===== src/rtl/hazard_pkg.sv =====
// Shared types and encodings for the decode-stage hazard/forwarding controller.
// Tags describe the destination write carried by each downstream pipeline stage.
package hazard_pkg;

    localparam logic [1:0] SEL_RF = 2'b00;
    localparam logic [1:0] SEL_EX = 2'b01;
    localparam logic [1:0] SEL_DM = 2'b10;
    localparam logic [1:0] SEL_WB = 2'b11;

    localparam logic [4:0] REG_ZERO = 5'd0;

    typedef enum logic {
        RUN,
        STALL
    } state_t;

    typedef struct packed {
        logic [4:0] rw;
        logic       wr_en;
        logic       is_load;
    } tag_t;

    localparam tag_t BUBBLE = tag_t'{rw: 5'd0, wr_en: 1'b0, is_load: 1'b0};

    function automatic logic tag_hits(input tag_t t, input logic [4:0] src);
        return t.wr_en && (t.rw == src);
    endfunction

endpackage


===== src/rtl/hazard_forward_ctrl_if.sv =====
// Decode-side request and register-bank control bundle of the hazard controller.
// The slave side is the controller; the master side is the decode stage/datapath.
interface hazard_forward_ctrl_if;

    logic       instr_valid;
    logic [4:0] RA;
    logic [4:0] RB;
    logic [4:0] RW_id;
    logic       wr_en_id;
    logic       is_load_id;
    logic       imm_sel_id;
    logic       flush;

    logic [1:0] mux_sel_A;
    logic [1:0] mux_sel_B;
    logic       imm_sel;
    logic       stall;
    logic [4:0] RW_dm;
    logic [4:0] RW_wb;
    logic       wb_en;

    modport master (
        output instr_valid, RA, RB, RW_id, wr_en_id, is_load_id, imm_sel_id, flush,
        input  mux_sel_A, mux_sel_B, imm_sel, stall, RW_dm, RW_wb, wb_en
    );

    modport slave (
        input  instr_valid, RA, RB, RW_id, wr_en_id, is_load_id, imm_sel_id, flush,
        output mux_sel_A, mux_sel_B, imm_sel, stall, RW_dm, RW_wb, wb_en
    );

endinterface


===== src/rtl/fwd_select.sv =====
// Picks the forwarding source for one operand: the youngest stage writing the
// requested register wins, and register 0 is never forwarded.
module fwd_select
    import hazard_pkg::*;
(
    input  logic [4:0] src,
    input  tag_t       ex_tag,
    input  tag_t       dm_tag,
    input  tag_t       wb_tag,
    output logic [1:0] sel
);

    // Load-ness only matters to the stall decision, not to source selection.
    logic unused_load_bits;
    assign unused_load_bits = ex_tag.is_load ^ dm_tag.is_load ^ wb_tag.is_load;

    always_comb begin
        sel = SEL_RF;
        if (src == REG_ZERO) begin
            sel = SEL_RF;
        end else if (tag_hits(ex_tag, src)) begin
            sel = SEL_EX;
        end else if (tag_hits(dm_tag, src)) begin
            sel = SEL_DM;
        end else if (tag_hits(wb_tag, src)) begin
            sel = SEL_WB;
        end
    end

endmodule


===== src/rtl/hazard_forward_ctrl.sv =====
// Hazard controller: tracks EX/DM/WB destination tags, forwards operands and
// inserts a single bubble on a load-use hazard; flush squashes the decode slot.
module hazard_forward_ctrl
    import hazard_pkg::*;
(
    input  logic                 clk,
    input  logic                 rst,
    hazard_forward_ctrl_if.slave bus
);

    tag_t       ex_tag;
    tag_t       dm_tag;
    tag_t       wb_tag;
    tag_t       id_tag;
    state_t     state;
    logic       load_use;
    logic       stall_now;
    logic       imm_sel_q;
    logic [1:0] sel_a;
    logic [1:0] sel_b_raw;

    assign id_tag = tag_t'{rw: bus.RW_id, wr_en: bus.wr_en_id, is_load: bus.is_load_id};

    // A load in EX cannot be forwarded yet, so a consumer right behind it must wait a cycle.
    assign load_use = bus.instr_valid && ex_tag.is_load && ex_tag.wr_en &&
                      (ex_tag.rw != REG_ZERO) &&
                      ((ex_tag.rw == bus.RA) || ((ex_tag.rw == bus.RB) && !bus.imm_sel_id));

    assign stall_now = (state == RUN) && load_use && !bus.flush;

    fwd_select u_fwd_a (
        .src    (bus.RA),
        .ex_tag (ex_tag),
        .dm_tag (dm_tag),
        .wb_tag (wb_tag),
        .sel    (sel_a)
    );

    fwd_select u_fwd_b (
        .src    (bus.RB),
        .ex_tag (ex_tag),
        .dm_tag (dm_tag),
        .wb_tag (wb_tag),
        .sel    (sel_b_raw)
    );

    // Older writes keep draining to WB even while decode is stalled or squashed.
    always_ff @(posedge clk) begin
        if (rst) begin
            ex_tag    <= BUBBLE;
            dm_tag    <= BUBBLE;
            wb_tag    <= BUBBLE;
            imm_sel_q <= 1'b0;
            state     <= RUN;
        end else begin
            wb_tag <= dm_tag;
            dm_tag <= ex_tag;
            if (bus.instr_valid && !stall_now && !bus.flush) begin
                ex_tag <= id_tag;
            end else begin
                ex_tag <= BUBBLE;
            end
            if (!stall_now) begin
                imm_sel_q <= bus.imm_sel_id;
            end
            if (bus.flush) begin
                state <= RUN;
            end else begin
                case (state)
                    RUN:     state <= load_use ? STALL : RUN;
                    STALL:   state <= RUN;
                    default: state <= RUN;
                endcase
            end
        end
    end

    assign bus.mux_sel_A = sel_a;
    assign bus.mux_sel_B = bus.imm_sel_id ? SEL_RF : sel_b_raw;
    assign bus.stall     = stall_now;
    assign bus.imm_sel   = imm_sel_q;
    assign bus.RW_dm     = dm_tag.rw;
    assign bus.RW_wb     = wb_tag.rw;
    assign bus.wb_en     = wb_tag.wr_en;

endmodule


===== src/flat_wrapper.sv =====
// flat-port wrapper written by rule: the top's interface ports become plain ports
module hazard_forward_ctrl_flat import hazard_pkg::*;
  (clk, rst, bus_instr_valid, bus_RA, bus_RB, bus_RW_id, bus_wr_en_id, bus_is_load_id, bus_imm_sel_id, bus_flush, bus_mux_sel_A, bus_mux_sel_B, bus_imm_sel, bus_stall, bus_RW_dm, bus_RW_wb, bus_wb_en);
  hazard_forward_ctrl_if bus_i ();
  input  logic clk;
  input  logic rst;
  input wire logic [$bits(bus_i.instr_valid)-1:0] bus_instr_valid;
  input wire logic [$bits(bus_i.RA)-1:0] bus_RA;
  input wire logic [$bits(bus_i.RB)-1:0] bus_RB;
  input wire logic [$bits(bus_i.RW_id)-1:0] bus_RW_id;
  input wire logic [$bits(bus_i.wr_en_id)-1:0] bus_wr_en_id;
  input wire logic [$bits(bus_i.is_load_id)-1:0] bus_is_load_id;
  input wire logic [$bits(bus_i.imm_sel_id)-1:0] bus_imm_sel_id;
  input wire logic [$bits(bus_i.flush)-1:0] bus_flush;
  output wire logic [$bits(bus_i.mux_sel_A)-1:0] bus_mux_sel_A;
  output wire logic [$bits(bus_i.mux_sel_B)-1:0] bus_mux_sel_B;
  output wire logic [$bits(bus_i.imm_sel)-1:0] bus_imm_sel;
  output wire logic [$bits(bus_i.stall)-1:0] bus_stall;
  output wire logic [$bits(bus_i.RW_dm)-1:0] bus_RW_dm;
  output wire logic [$bits(bus_i.RW_wb)-1:0] bus_RW_wb;
  output wire logic [$bits(bus_i.wb_en)-1:0] bus_wb_en;
  assign bus_i.instr_valid = bus_instr_valid;
  assign bus_i.RA = bus_RA;
  assign bus_i.RB = bus_RB;
  assign bus_i.RW_id = bus_RW_id;
  assign bus_i.wr_en_id = bus_wr_en_id;
  assign bus_i.is_load_id = bus_is_load_id;
  assign bus_i.imm_sel_id = bus_imm_sel_id;
  assign bus_i.flush = bus_flush;
  assign bus_mux_sel_A = bus_i.mux_sel_A;
  assign bus_mux_sel_B = bus_i.mux_sel_B;
  assign bus_imm_sel = bus_i.imm_sel;
  assign bus_stall = bus_i.stall;
  assign bus_RW_dm = bus_i.RW_dm;
  assign bus_RW_wb = bus_i.RW_wb;
  assign bus_wb_en = bus_i.wb_en;
  hazard_forward_ctrl u_core (.clk(clk), .rst(rst), .bus(bus_i));
endmodule

===== config.mk =====
export PLATFORM = sky130hd
export DESIGN_NAME = hazard_forward_ctrl_flat
export DESIGN_NICKNAME = d
export VERILOG_FILES = /design/src/rtl/hazard_pkg.sv /design/src/rtl/hazard_forward_ctrl_if.sv /design/src/rtl/fwd_select.sv /design/src/rtl/hazard_forward_ctrl.sv /design/src/flat_wrapper.sv
export SDC_FILE = /design/constraint.sdc
export NUM_CORES = 1
export LEC_CHECK = 0
export CAP_MARGIN = 20
export CORE_MARGIN = 1.5
export CORE_UTILIZATION = 29
export CTS_BUF_LIST = sky130_fd_sc_hd__clkbuf_8
export CTS_CLUSTER_SIZE = 24
export DETAILED_ROUTE_END_ITERATION = 8
export GPL_ROUTABILITY_DRIVEN = 0
export MAX_ROUTING_LAYER = met4
export PLACE_DENSITY_LB_ADDON = 0.08
export SLEW_MARGIN = 20
export SYNTH_ARGS = -nofsm -noshare
export SYNTH_HDL_FRONTEND = slang
export SYNTH_HIERARCHICAL = 1
export SYNTH_SLANG_ARGS = --single-unit

===== constraint.sdc =====
create_clock -name clk -period 2 [get_ports clk]
set_clock_uncertainty 0.05 [all_clocks]
set_input_delay 0.4 -clock clk [delete_from_list [all_inputs] [get_ports clk]]
set_output_delay 0.4 -clock clk [all_outputs]
set_load 0.1 [all_outputs]

# Word-level counts from Yosys, hierarchy flattened

Cells that the tools add are included.

Register bits: 21
Input port bits: 22
Output and inout port bits: 17

Equality and inequality tests: 6
Mux-type cells: 11
Bitwise operators: 2
Reductions and logical operators: 24

Operators by type and width:

| cell              | number |
|---|---|
| $eq 5x5->1        | 6 |
| $mux 2            | 9 |
| $logic_and 1x1->1 | 15 |
| $logic_not 5->1   | 2 |
| $reduce_bool 5->1 | 1 |
| $reduce_or 2->1   | 2 |
| $logic_not 1->1   | 3 |
| $not 1->1         | 2 |
| $pmux 1 s2        | 1 |
| $logic_or 1x1->1  | 1 |
| $mux 1            | 1 |

# Depth between registers and ports, before layout

Gate-level depths: netlist (run 1).

Word-level depth: 11
Gate-level depth with buffers: 5

# By module

The synthesis (run 1) kept the hierarchy.

Modules (own cells, without submodules):

| module              | instances | cells each | area each (µm²) | sequential area each (µm²) |
|---|---|---|---|---|
| hazard_forward_ctrl | 1         | 84         | 883.3           | 460.4 |
| fwd_select          | 2         | 28         | 226.5           | 0.0 |

# Worst setup path before layout (run 1)

OpenSTA, ideal clock, no wires.

Kind: reg2out
Start point: register u_core/ex_tag[2] (netlist name)
End point: output bus_stall
Arrival time: 3114 ps
Data required time: 1550 ps
Setup slack: -1564 ps
Stages on the path, launching flop included: 5
Path buffers: 0
Cells stage by stage: dfxtp_1 -> xnor2_1 -> nand4_1 -> o32a_1 -> nor3_1

Cells in the longest elaborated chain, start to end: 6

Ends and longest elaborated chain:

| item                               | RTL line                  | RTL |
|---|---|---|
| $eq 5x5->1                         | hazard_forward_ctrl.sv:27 | `((ex_tag.rw == bus.RA) \|\| ((ex_tag.rw == bus.RB) && !bus.imm_sel_id));` |
| $logic_and 1x1->1                  | hazard_forward_ctrl.sv:27 |  |
| $logic_or 1x1->1                   | hazard_forward_ctrl.sv:27 |  |
| $logic_and 1x1->1 (*)              | hazard_forward_ctrl.sv:26 | `(ex_tag.rw != REG_ZERO) &&` |
| $logic_and 1x1->1 (*) (2 in a row) | hazard_forward_ctrl.sv:29 | `assign stall_now = (state == RUN) && load_use && !bus.flush;` |
| end: declaration                   | flat_wrapper.sv:18        | `output wire logic [$bits(bus_i.stall)-1:0] bus_stall;` |

Mark *: on every way between the ends. The rest lies on a longest branch, timed or not.

# Worst setup path in the final report (run 1)

Start point: register u_core/bus.RW_wb[3] (netlist name)
End point: output bus_mux_sel_A[1]

Cells in the longest elaborated chain, start to end: 6

Ends and longest elaborated chain:

| item              | RTL line           | RTL |
|---|---|---|
| $eq 5x5->1        | hazard_pkg.sv:26   | `return t.wr_en && (t.rw == src);` |
| $logic_and 1x1->1 | hazard_pkg.sv:26   |  |
| $mux 2            | fwd_select.sv:25   | `end else if (tag_hits(wb_tag, src)) begin` |
| $mux 2            | fwd_select.sv:23   | `end else if (tag_hits(dm_tag, src)) begin` |
| $mux 2            | fwd_select.sv:21   | `end else if (tag_hits(ex_tag, src)) begin` |
| $mux 2            | fwd_select.sv:19   | `if (src == REG_ZERO) begin` |
| end: declaration  | flat_wrapper.sv:15 | `output wire logic [$bits(bus_i.mux_sel_A)-1:0] bus_mux_sel_A;` |

Every way passes these cells.

==> out/results.txt, run 1 <==
Worst-Skew Late Latency = 260 ps
Seq pwr share = 45.5%
CTS tree = built
HPWL Detailed = 2906 um
Outcome = complete, but fails checks
P&R area growth vs syn = 80.99%
Routed Antenna Nets = 0
Largest net degree at the start of global routing = 14
Vias = 1191
Setup CP Type = reg -> out
Vias per Instance = 4.598
Vias in the first global route = 1333
Violated checks = setup timing
Static Leak = 0.9950 nW
CTS sink cnt = 21
Max Root-Sink Buffers = 2
Met1 WL = 1619 um
Cells after Synth = 136
Filler cells = 401
Syn_nets = 158
Synthesized cell area = 1284 um2
RSZ-0062 raised after global routing = true
GRT Util Overall = 16.38%
Antenna violations before repair = 0
Switching Fraction = 28.95%
Effective utilization at floorplan = 29.90%
First-pass GRT wire length = 5934 um
Root buffer cell = clkbuf_8
Top Ports = 39
DRT iter0 DRCs = 55
Maximum level of the CTS H-tree = 1
Worst slew pin tran = 296.9 ps
Die width = 69.54 um
WL final = 3748 um
Reg-to-reg slack, setup = 60 ps
Worst-path clk slew = 80 ps
Multi-input logic area = 960.9 um2
Setup WS post-layout = -351.5 ps
Nets = 230
Metal3 WL = 146 um
Logic pwr share = 25.6%
Die area = 4835 um2
Period Utilization, post-route = 117.6%
Cell area after layout = 2323 um2
GRT Residual Overflow = 0
Endpoints failing hold = 0
Routed len/inst = 14.47 um
Met2 wire len = 1911 um
Pwr Total = 0.9522 mW
Max frequency = 0.4253 GHz
Most frequent cells in the layout = buf_4, xor2_1, buf_12
Hold Path Stages = 4
DR pass1 iterations = 4
Dpl ws = -707.8 ps
Clock Power Share = 28.9%
Synthesized area per cell = 9.439 um2
Core Box Area = 4294 um2
Die height = 69.54 um
Share of cells above drive strength 1 = 52.17%
PwrDens = 409.8 nW/um2
Commonest non-fill, non-tap cell in the layout = buf_4
Finish-stage setup viols = 5
Final Max Slew Viols = 0
Final Util = 54.11%
Crit end category = output port
Placed Area = 2079 um2
Worst Reg-to-Reg Cells = 6
Hold_buf cts = 0
Tmin final = 2352 ps
Worst Path Arrival = 1900 ps
Register area = 445.4 um2
Row Count = 24
Drt drc = 0
Max FO, Critical Path = 2
Synth Warn # = 6
Max-cap violations = 0
WP data required = 1550 ps
Min-Delay Path Class = in -> reg
Internal power = 0.6765 mW
Critical path launch point type = flop
Switching pwr = 0.2757 mW
Cts bufs inserted = 3
Relative slew slack = 80.06%
Port bufs = 38
Antenna cells = 0
VDD IR-drop max = 0.2247 mV
Top Layer Used = met4
-- power by group through the flow --
| stage | registers, mW | clock network [mW] | logic [mW] |
|---|---|---|---|
| floorplan | 0.454 | 0 | 0.0939 |
| global placement | 0.446 | 0 | 0.223 |
| detailed placement | 0.446 | 0 | 0.225 |
| CTS | 0.435 | 0.284 | 0.227 |
| global route | 0.434 | 0.300 | 0.260 |
| finish | 0.433 | 0.275 | 0.243 |
-- critical path, cell delays in order (launching register included) --
cell and delay [ps]:
dfxtp_4 350, buf_6 120, xor2_2 150, nor4_4 350, nand3_2 140, a221oi_4 300, buf_12 220
-- final timing paths --
kind                                                       from                               to
worst max-delay path             u_core/bus.RW_wb[3]$_SDFF_PP0_                 bus_mux_sel_A[1]
worst min-delay path                                  bus_flush  u_core/bus.imm_sel$_SDFFE_PP0N_
worst max register to register      u_core/ex_tag[6]$_SDFF_PP0_      u_core/ex_tag[4]$_SDFF_PP0_
worst min register to register  u_core/bus.imm_sel$_SDFFE_PP0N_  u_core/bus.imm_sel$_SDFFE_PP0N_
-- stage by stage --
stage	hold WS [ps]	std cells	setup TNS [ps]
after CTS	449.2	258	-1448
after floorplan	403.7	136	-1007
after global routing	475.2	259	-2148
after global placement	443.0	246	-7689
after detailed placement	437.9	246	-7985
final	445.5	259	-1369
-- layer usage --
metal  vias to the layer above  track usage [%]
li1                        598                -
met1                       555            18.67
met2                        33            28.42
met3                         5            2.471
met4                         0            7.190
met5                         -                -
-- state kept, by name, indices dropped and copies added, names as in the netlist --
name / count
u_core/bus.RW_wb: 5
u_core/bus.wb_en: 1
u_core/bus.RW_dm: 5
u_core/bus.imm_sel: 1
u_core/dm_tag: 1
u_core/state: 1
u_core/ex_tag: 7
-- area by class of cell --
cell class / count / share of cell area, %
flip-flops and latches: 21 / 19.17
well taps: 52 / 2.800
clock inverters: 1 / 0.1616
clock buffers: 3 / 1.777
repair buffers: 78 / 34.73
multi-input cells: 104 / 41.36
-- repair_timing --
| item | CTS | global route |
|---|---|---|
| setup buffers | 8 | 2 |
| setup endpoints to repair | 13 | 13 |
| endpoints found under the hold margin | 0 | 0 |
| pin swaps | 16 | 22 |
| gates resized for setup | 46 | 33 |
No activity file was read; power rests on OpenSTA's default activity.
==> inputs of run 2 (changes only) <==
--- a/config.mk
+++ b/config.mk
@@ -13,7 +13,7 @@
 export DETAILED_ROUTE_END_ITERATION = 8
 export GPL_ROUTABILITY_DRIVEN = 0
 export MAX_ROUTING_LAYER = met4
-export PLACE_DENSITY_LB_ADDON = 0.08
+export PLACE_DENSITY_LB_ADDON = 0.2
 export SLEW_MARGIN = 20
 export SYNTH_ARGS = -nofsm -noshare
 export SYNTH_HDL_FRONTEND = slang
==> run 2 against run 1 <==
Effect of this change: the flow still finishes with violations (setup timing); count of clock-buffer cells in the layout is the same; power grew 0.31%; register-to-register slack lost 40 ps; critical endpoint is now bus_mux_sel_B[1]; largest power group unchanged.
==> out/results.txt, run 2 (synthesis gave the netlist of run 1 again) <==
Outcome = complete, but fails checks (unchanged)
Violated checks = setup timing (unchanged)
Maximum level of the CTS H-tree = 1 (unchanged)
Worst-Skew Late Latency = 260 ps (about the same)
Routed Antenna Nets = 0 (unchanged)
Worst Reg-to-Reg Cells = 7 (was 6)
RSZ-0062 raised after global routing = true (unchanged)
Die area = 4835 um2 (unchanged)
Tmin final = 2298 ps (was 2352 ps)
Die height = 69.54 um (unchanged)
Setup CP Type = reg -> out (unchanged)
Commonest non-fill, non-tap cell in the layout = buf_4 (unchanged)
Min-Delay Path Class = reg -> reg (was in -> reg)
DRT iter0 DRCs = 46 (was 55)
Antenna cells = 0 (unchanged)
GRT Residual Overflow = 0 (unchanged)
Cell area after layout = 2321 um2 (was 2323 um2)
Finish-stage setup viols = 5 (unchanged)
Row Count = 24 (unchanged)
Hold Path Stages = 1 (was 4)
Antenna violations before repair = 0 (unchanged)
Final Max Slew Viols = 0 (unchanged)
First-pass GRT wire length = 6230 um (was 5934 um)
Most frequent cells in the layout = buf_4, xor2_1, buf_12 (unchanged)
Max Root-Sink Buffers = 2 (unchanged)
Endpoints failing hold = 0 (unchanged)
Routed len/inst = 14.15 um (was 14.47 um)
PwrDens = 411.6 nW/um2 (was 409.8 nW/um2)
Max-cap violations = 0 (unchanged)
Root buffer cell = clkbuf_8 (unchanged)
Vias per Instance = 4.713 (was 4.598)
Placed Area = 2087 um2 (was 2079 um2)
WP data required = 1550 ps (about the same)
VDD IR-drop max = 0.3185 mV (was 0.2247 mV)
WL final = 3693 um (was 3748 um)
Die width = 69.54 um (unchanged)
HPWL Detailed = 2823 um (was 2906 um)
Largest register by flop count = u_core/ex_tag (unchanged)
Share of cells above drive strength 1 = 51.67% (was 52.17%)
Vias in the first global route = 1281 (was 1333)
Period Utilization, post-route = 114.9% (was 117.6%)
Nets = 232 (was 230)
Drt drc = 0 (unchanged)
Worst Path Arrival = 1850 ps (was 1900 ps)
Worst-path clk slew = 80 ps (about the same)
Static Leak = 0.9998 nW (was 0.9950 nW)
Setup WS post-layout = -298.3 ps (was -351.5 ps)
P&R area growth vs syn = 80.80% (was 80.99%)
Max frequency = 0.4351 GHz (was 0.4253 GHz)
Crit end category = output port (unchanged)
Hold_buf cts = 0 (unchanged)
Max FO, Critical Path = 3 (was 2)
Top Ports = 39 (unchanged)
Max FFs per register = 7 (unchanged)
Effective utilization at floorplan = 29.90% (unchanged)
Critical Path Source = u_core/bus.RW_dm[1]$_SDFF_PP0_ (was u_core/bus.RW_wb[3]$_SDFF_PP0_)
Hold Crit Start = u_core/dm_tag[1]$_SDFF_PP0_ (was bus_flush)
Worst r2r src = u_core/ex_tag[2]$_SDFF_PP0_ (was u_core/ex_tag[6]$_SDFF_PP0_)
CTS tree = built (unchanged)
Relative slew slack = 79.71% (was 80.06%)
Cts bufs inserted = 3 (unchanged)
Largest net degree at the start of global routing = 14 (unchanged)
Dpl ws = -670.9 ps (was -707.8 ps)
Port bufs = 38 (unchanged)
Vias = 1230 (was 1191)
DR pass1 iterations = 4 (unchanged)
CTS sink cnt = 21 (unchanged)
Core Box Area = 4294 um2 (unchanged)
Critical path launch point type = flop (unchanged)
GRT Util Overall = 16.66% (was 16.38%)
Worst slew pin tran = 301.8 ps (was 296.9 ps)
run 2: cell type report:
class / instances / area, um2
clock inverter: 1 / 5.005
timing repair buffer: 80 / 843.3
sequential: 21 / 442.9
tap: 52 / 65.06
clock buffer: 3 / 41.29
fill: 371 / 1973
multi-input combinational: 104 / 923.4
run 2: final timing paths:
kind | slack (ps) | endpoint
worst min-delay path | 450 | u_core/bus.wb_en$_SDFF_PP0_
worst max register to register | 20 | u_core/ex_tag[2]$_SDFF_PP0_
worst max-delay path | -300 | bus_mux_sel_B[1]
worst min register to register | 450 | u_core/bus.wb_en$_SDFF_PP0_
run 2: routing by layer:
layer	share of wire (%)	track usage [%]	vias up
met1	42	19.75	580
met3	4.5	2.616	10
li1	-	-	600
met5	0	-	-
met2	50	27.99	40
met4	3.1	7.190	0
run 2: power by group:
group | switching [mW] | internal, mW | total (mW)
combinational | 0.121 | 0.122 | 0.244
clock | 0.138 | 0.139 | 0.277
sequential | 0.0113 | 0.424 | 0.435
run 2: critical path, stage by stage, from the launching register on:
cell      delay (ps)
dfxtp_2          340
xor2_1           140
nor4_1           300
nand3_1          170
a221oi_2         260
nor2b_4          190
buf_12           180
run 2: repair_timing:
action,4_1_cts,5_1_grt
pin swaps,24,9
gates resized for setup,65,14
setup buffers,10,0
endpoints found under the setup margin,13,13
run 2: metrics by stage:
step                      utilization, %  cells  hold WS [ps]  TNS [ps]  power (mW)
after detailed placement           48.60    247         434.5     -7815      0.6704
after global routing               54.05    261         468.2     -2037       1.000
after global placement             48.60    247         444.1     -7281      0.6672
after CTS                          53.12    261         446.9     -1210      0.9568
final                              54.05    261         448.8     -1165      0.9552
after floorplan                        -    136         403.7     -1007      0.5476
==> inputs of run 3 (changes only) <==
--- a/config.mk
+++ b/config.mk
@@ -11,9 +11,7 @@
 export CTS_BUF_LIST = sky130_fd_sc_hd__clkbuf_8
 export CTS_CLUSTER_SIZE = 24
 export DETAILED_ROUTE_END_ITERATION = 8
-export GPL_ROUTABILITY_DRIVEN = 0
 export MAX_ROUTING_LAYER = met4
-export PLACE_DENSITY_LB_ADDON = 0.2
 export SLEW_MARGIN = 20
 export SYNTH_ARGS = -nofsm -noshare
 export SYNTH_HDL_FRONTEND = slang
==> run 3 against run 2 <==
Effect of this change: the flow still finishes with violations (setup timing); global-route usage fell by 0.14 points; fmax decreased by 0.30%; routed wire length grew 1.1%; largest cell class unchanged.
==> out/results.txt, run 3 (synthesis gave the netlist of run 1 again) <==
Effective utilization at floorplan = 29.90% (unchanged)
Routability cong. = 0.9131
GRT Util Overall = 16.53% (was 16.66%)
Worst hold margin = 445.8 ps (was 448.8 ps)
RSZ-0062 raised after global routing = true (unchanged)
Port bufs = 38 (unchanged)
Setup crit end = bus_mux_sel_B[1] (unchanged)
WP data required = 1550 ps (about the same)
Antenna violations before repair = 0 (unchanged)
Worst r2r src = u_core/ex_tag[2]$_SDFF_PP0_ (unchanged)
Row Count = 24 (unchanged)
Core Box Area = 4294 um2 (unchanged)
Multi-input logic area = 890.9 um2 (was 923.4 um2)
Max frequency = 0.4338 GHz (was 0.4351 GHz)
Drt drc = 0 (unchanged)
Routed len/inst = 14.15 um (about the same)
CTS sink cnt = 21 (unchanged)
Critical Path Max Stage Delay = 280 ps (was 340 ps)
VDD IR-drop max = 0.2751 mV (was 0.3185 mV)
Register area = 437.9 um2 (was 442.9 um2)
DRT iter0 DRCs = 45 (was 46)
Hold Path Stages = 1 (unchanged)
Routed Antenna Nets = 0 (unchanged)
DR pass1 iterations = 4 (unchanged)
Period Utilization, post-route = 115.3% (was 114.9%)
Die area = 4835 um2 (unchanged)
Setup WS post-layout = -305.2 ps (was -298.3 ps)
Max FO, Critical Path = 3 (unchanged)
Worst Reg-to-Reg Cells = 8 (was 7)
Setup CP Type = in -> out (was reg -> out)
Top Ports = 39 (unchanged)
Critical register-to-register path endpoint = u_core/ex_tag[5]$_SDFF_PP0_ (was u_core/ex_tag[2]$_SDFF_PP0_)
Antenna cells = 0 (unchanged)
Die height = 69.54 um (unchanged)
Commonest non-fill, non-tap cell in the layout = buf_4 (unchanged)
Filler cells = 387 (was 371)
Finish-stage setup viols = 5 (unchanged)
Final Max Slew Viols = 0 (unchanged)
Tmin final = 2305 ps (was 2298 ps)
Final cell count without fillers = 264 (was 261)
Outcome = complete, but fails checks (unchanged)
Hold_buf cts = 0 (unchanged)
Worst-Skew Late Latency = 260 ps (about the same)
Worst slew pin tran = 311.6 ps (was 301.8 ps)
Largest net degree at the start of global routing = 14 (unchanged)
Cts bufs inserted = 3 (unchanged)
Critical path launch point type = primary input (was flop)
Cell count along the critical path = 8 (was 6)
WL final = 3735 um (was 3693 um)
Max-cap violations = 0 (unchanged)
Crit-path slowest cell = nor4_1 (was dfxtp_2)
Endpoints failing hold = 0 (unchanged)
Share of cells above drive strength 1 = 48.58% (was 51.67%)
Vias = 1219 (was 1230)
Root buffer cell = clkbuf_8 (unchanged)
GRT Residual Overflow = 0 (unchanged)
Static Leak = 0.9901 nW (was 0.9998 nW)
Max FFs per register = 7 (unchanged)
Largest register by flop count = u_core/ex_tag (unchanged)
CTS tree = built (unchanged)
Worst-path clk slew = 70 ps (was 80 ps)
Crit end category = output port (unchanged)
Dpl cells = 248 (was 247)
HPWL Detailed = 2869 um (was 2823 um)
Critical Path Source = bus_RB[3] (was u_core/bus.RW_dm[1]$_SDFF_PP0_)
Min-Delay Path Class = reg -> reg (unchanged)
P&R area growth vs syn = 80.41% (was 80.80%)
PwrDens = 414.7 nW/um2 (was 411.6 nW/um2)
Max Root-Sink Buffers = 2 (unchanged)
Worst Path Arrival = 1860 ps (was 1850 ps)
Final Util = 53.93% (was 54.05%)
Crit path max-delay family = simple AND/OR/NAND/NOR gates (unchanged)
Nets = 235 (was 232)
CP Buf/Inv Count = 3 (was 1)
Die width = 69.54 um (unchanged)
Reg-to-reg slack, setup = 110 ps (was 20 ps)
Most frequent cells in the layout = buf_4, xor2_1, buf_12 (unchanged)
Violated checks = setup timing (unchanged)
Vias per Instance = 4.617 (was 4.713)
Vias in the first global route = 1238 (was 1281)
Critical-path cell list = buf_8, buf_4, xor2_1, nor4_1, nand3_1, a221oi_2, nor2b_4, buf_12 (was xor2_1, nor4_1, nand3_1, a221oi_2, nor2b_4, buf_12)
First-pass GRT wire length = 6051 um (was 6230 um)
Maximum level of the CTS H-tree = 1 (unchanged)
Dpl ws = -705.9 ps (was -670.9 ps)
Relative slew slack = 79.05% (was 79.71%)
run 3: cell types whose count changed in the layout (fill, tap and decap cells not counted), sizes merged:
cell,previous run,this run
dlymetal6s2s,1,0
dlygate4sd2,2,0
clkdlybuf4s15,1,4
clkdlybuf4s50,9,11
inv,0,1
clkinv,1,0
clkbuf,3,4
run 3: through the flow:
| stage | power [mW] | TNS, ps | instance area (um2) |
|---|---|---|---|
| after floorplan | 0.5476 | -1007 | 1323 |
| after global routing | 1.005 | -1630 | 2316 |
| final | 0.9603 | -1194 | 2316 |
| after CTS | 0.9594 | -1203 | 2281 |
| after global placement | 0.6667 | -7233 | 2082 |
| after detailed placement | 0.6709 | -7621 | 2082 |
run 3: worst min path at each step:
stage | startpoint | slack [ps] | to
final | u_core/dm_tag[1]$_SDFF_PP0_ | 450 | u_core/bus.wb_en$_SDFF_PP0_
after global routing | u_core/dm_tag[1]$_SDFF_PP0_ | 460 | u_core/bus.wb_en$_SDFF_PP0_
after floorplan | u_core/dm_tag[1]$_SDFF_PP0_ | 400 | u_core/bus.wb_en$_SDFF_PP0_
after CTS | u_core/dm_tag[1]$_SDFF_PP0_ | 450 | u_core/bus.wb_en$_SDFF_PP0_
after global placement | u_core/dm_tag[1]$_SDFF_PP0_ | 440 | u_core/bus.wb_en$_SDFF_PP0_
after detailed placement | u_core/dm_tag[1]$_SDFF_PP0_ | 440 | u_core/bus.wb_en$_SDFF_PP0_
run 3: final cells by class:
type / count / share of cell area, %
well taps: 52 / 2.809
repair buffers: 83 / 37.87
clock buffers: 3 / 1.783
clock inverters: 1 / 0.1621
flip-flops and latches: 21 / 18.91
multi-input cells: 104 / 38.47
run 3: what timing repair did:
| action | 4_1_cts | 5_1_grt |
|---|---|---|
| endpoints found under the setup margin | 13 | 12 |
| setup buffers | 10 | 3 |
| pin swaps | 25 | 12 |
| endpoints found under the hold margin | 0 | 0 |
| gates resized for setup | 59 | 10 |
run 3: per-layer routing:
metal	part of all wire [%]	vias up	routed length, um	track usage (%)
met2	52	40	1944	29.49
li1	-	606	-	-
met4	1.7	0	64	6.536
met1	41	568	1529	18.79
met3	5.3	5	197	1.890
met5	0	-	0	-
run 3: power breakdown:
group	total, mW	switching [mW]	leakage (nW)	internal [mW]
Sequential	0.434	0.0106	0.175	0.423
Clock	0.276	0.139	0.0269	0.137
Combinational	0.250	0.120	0.788	0.130
Total	0.960	0.270	0.990	0.690
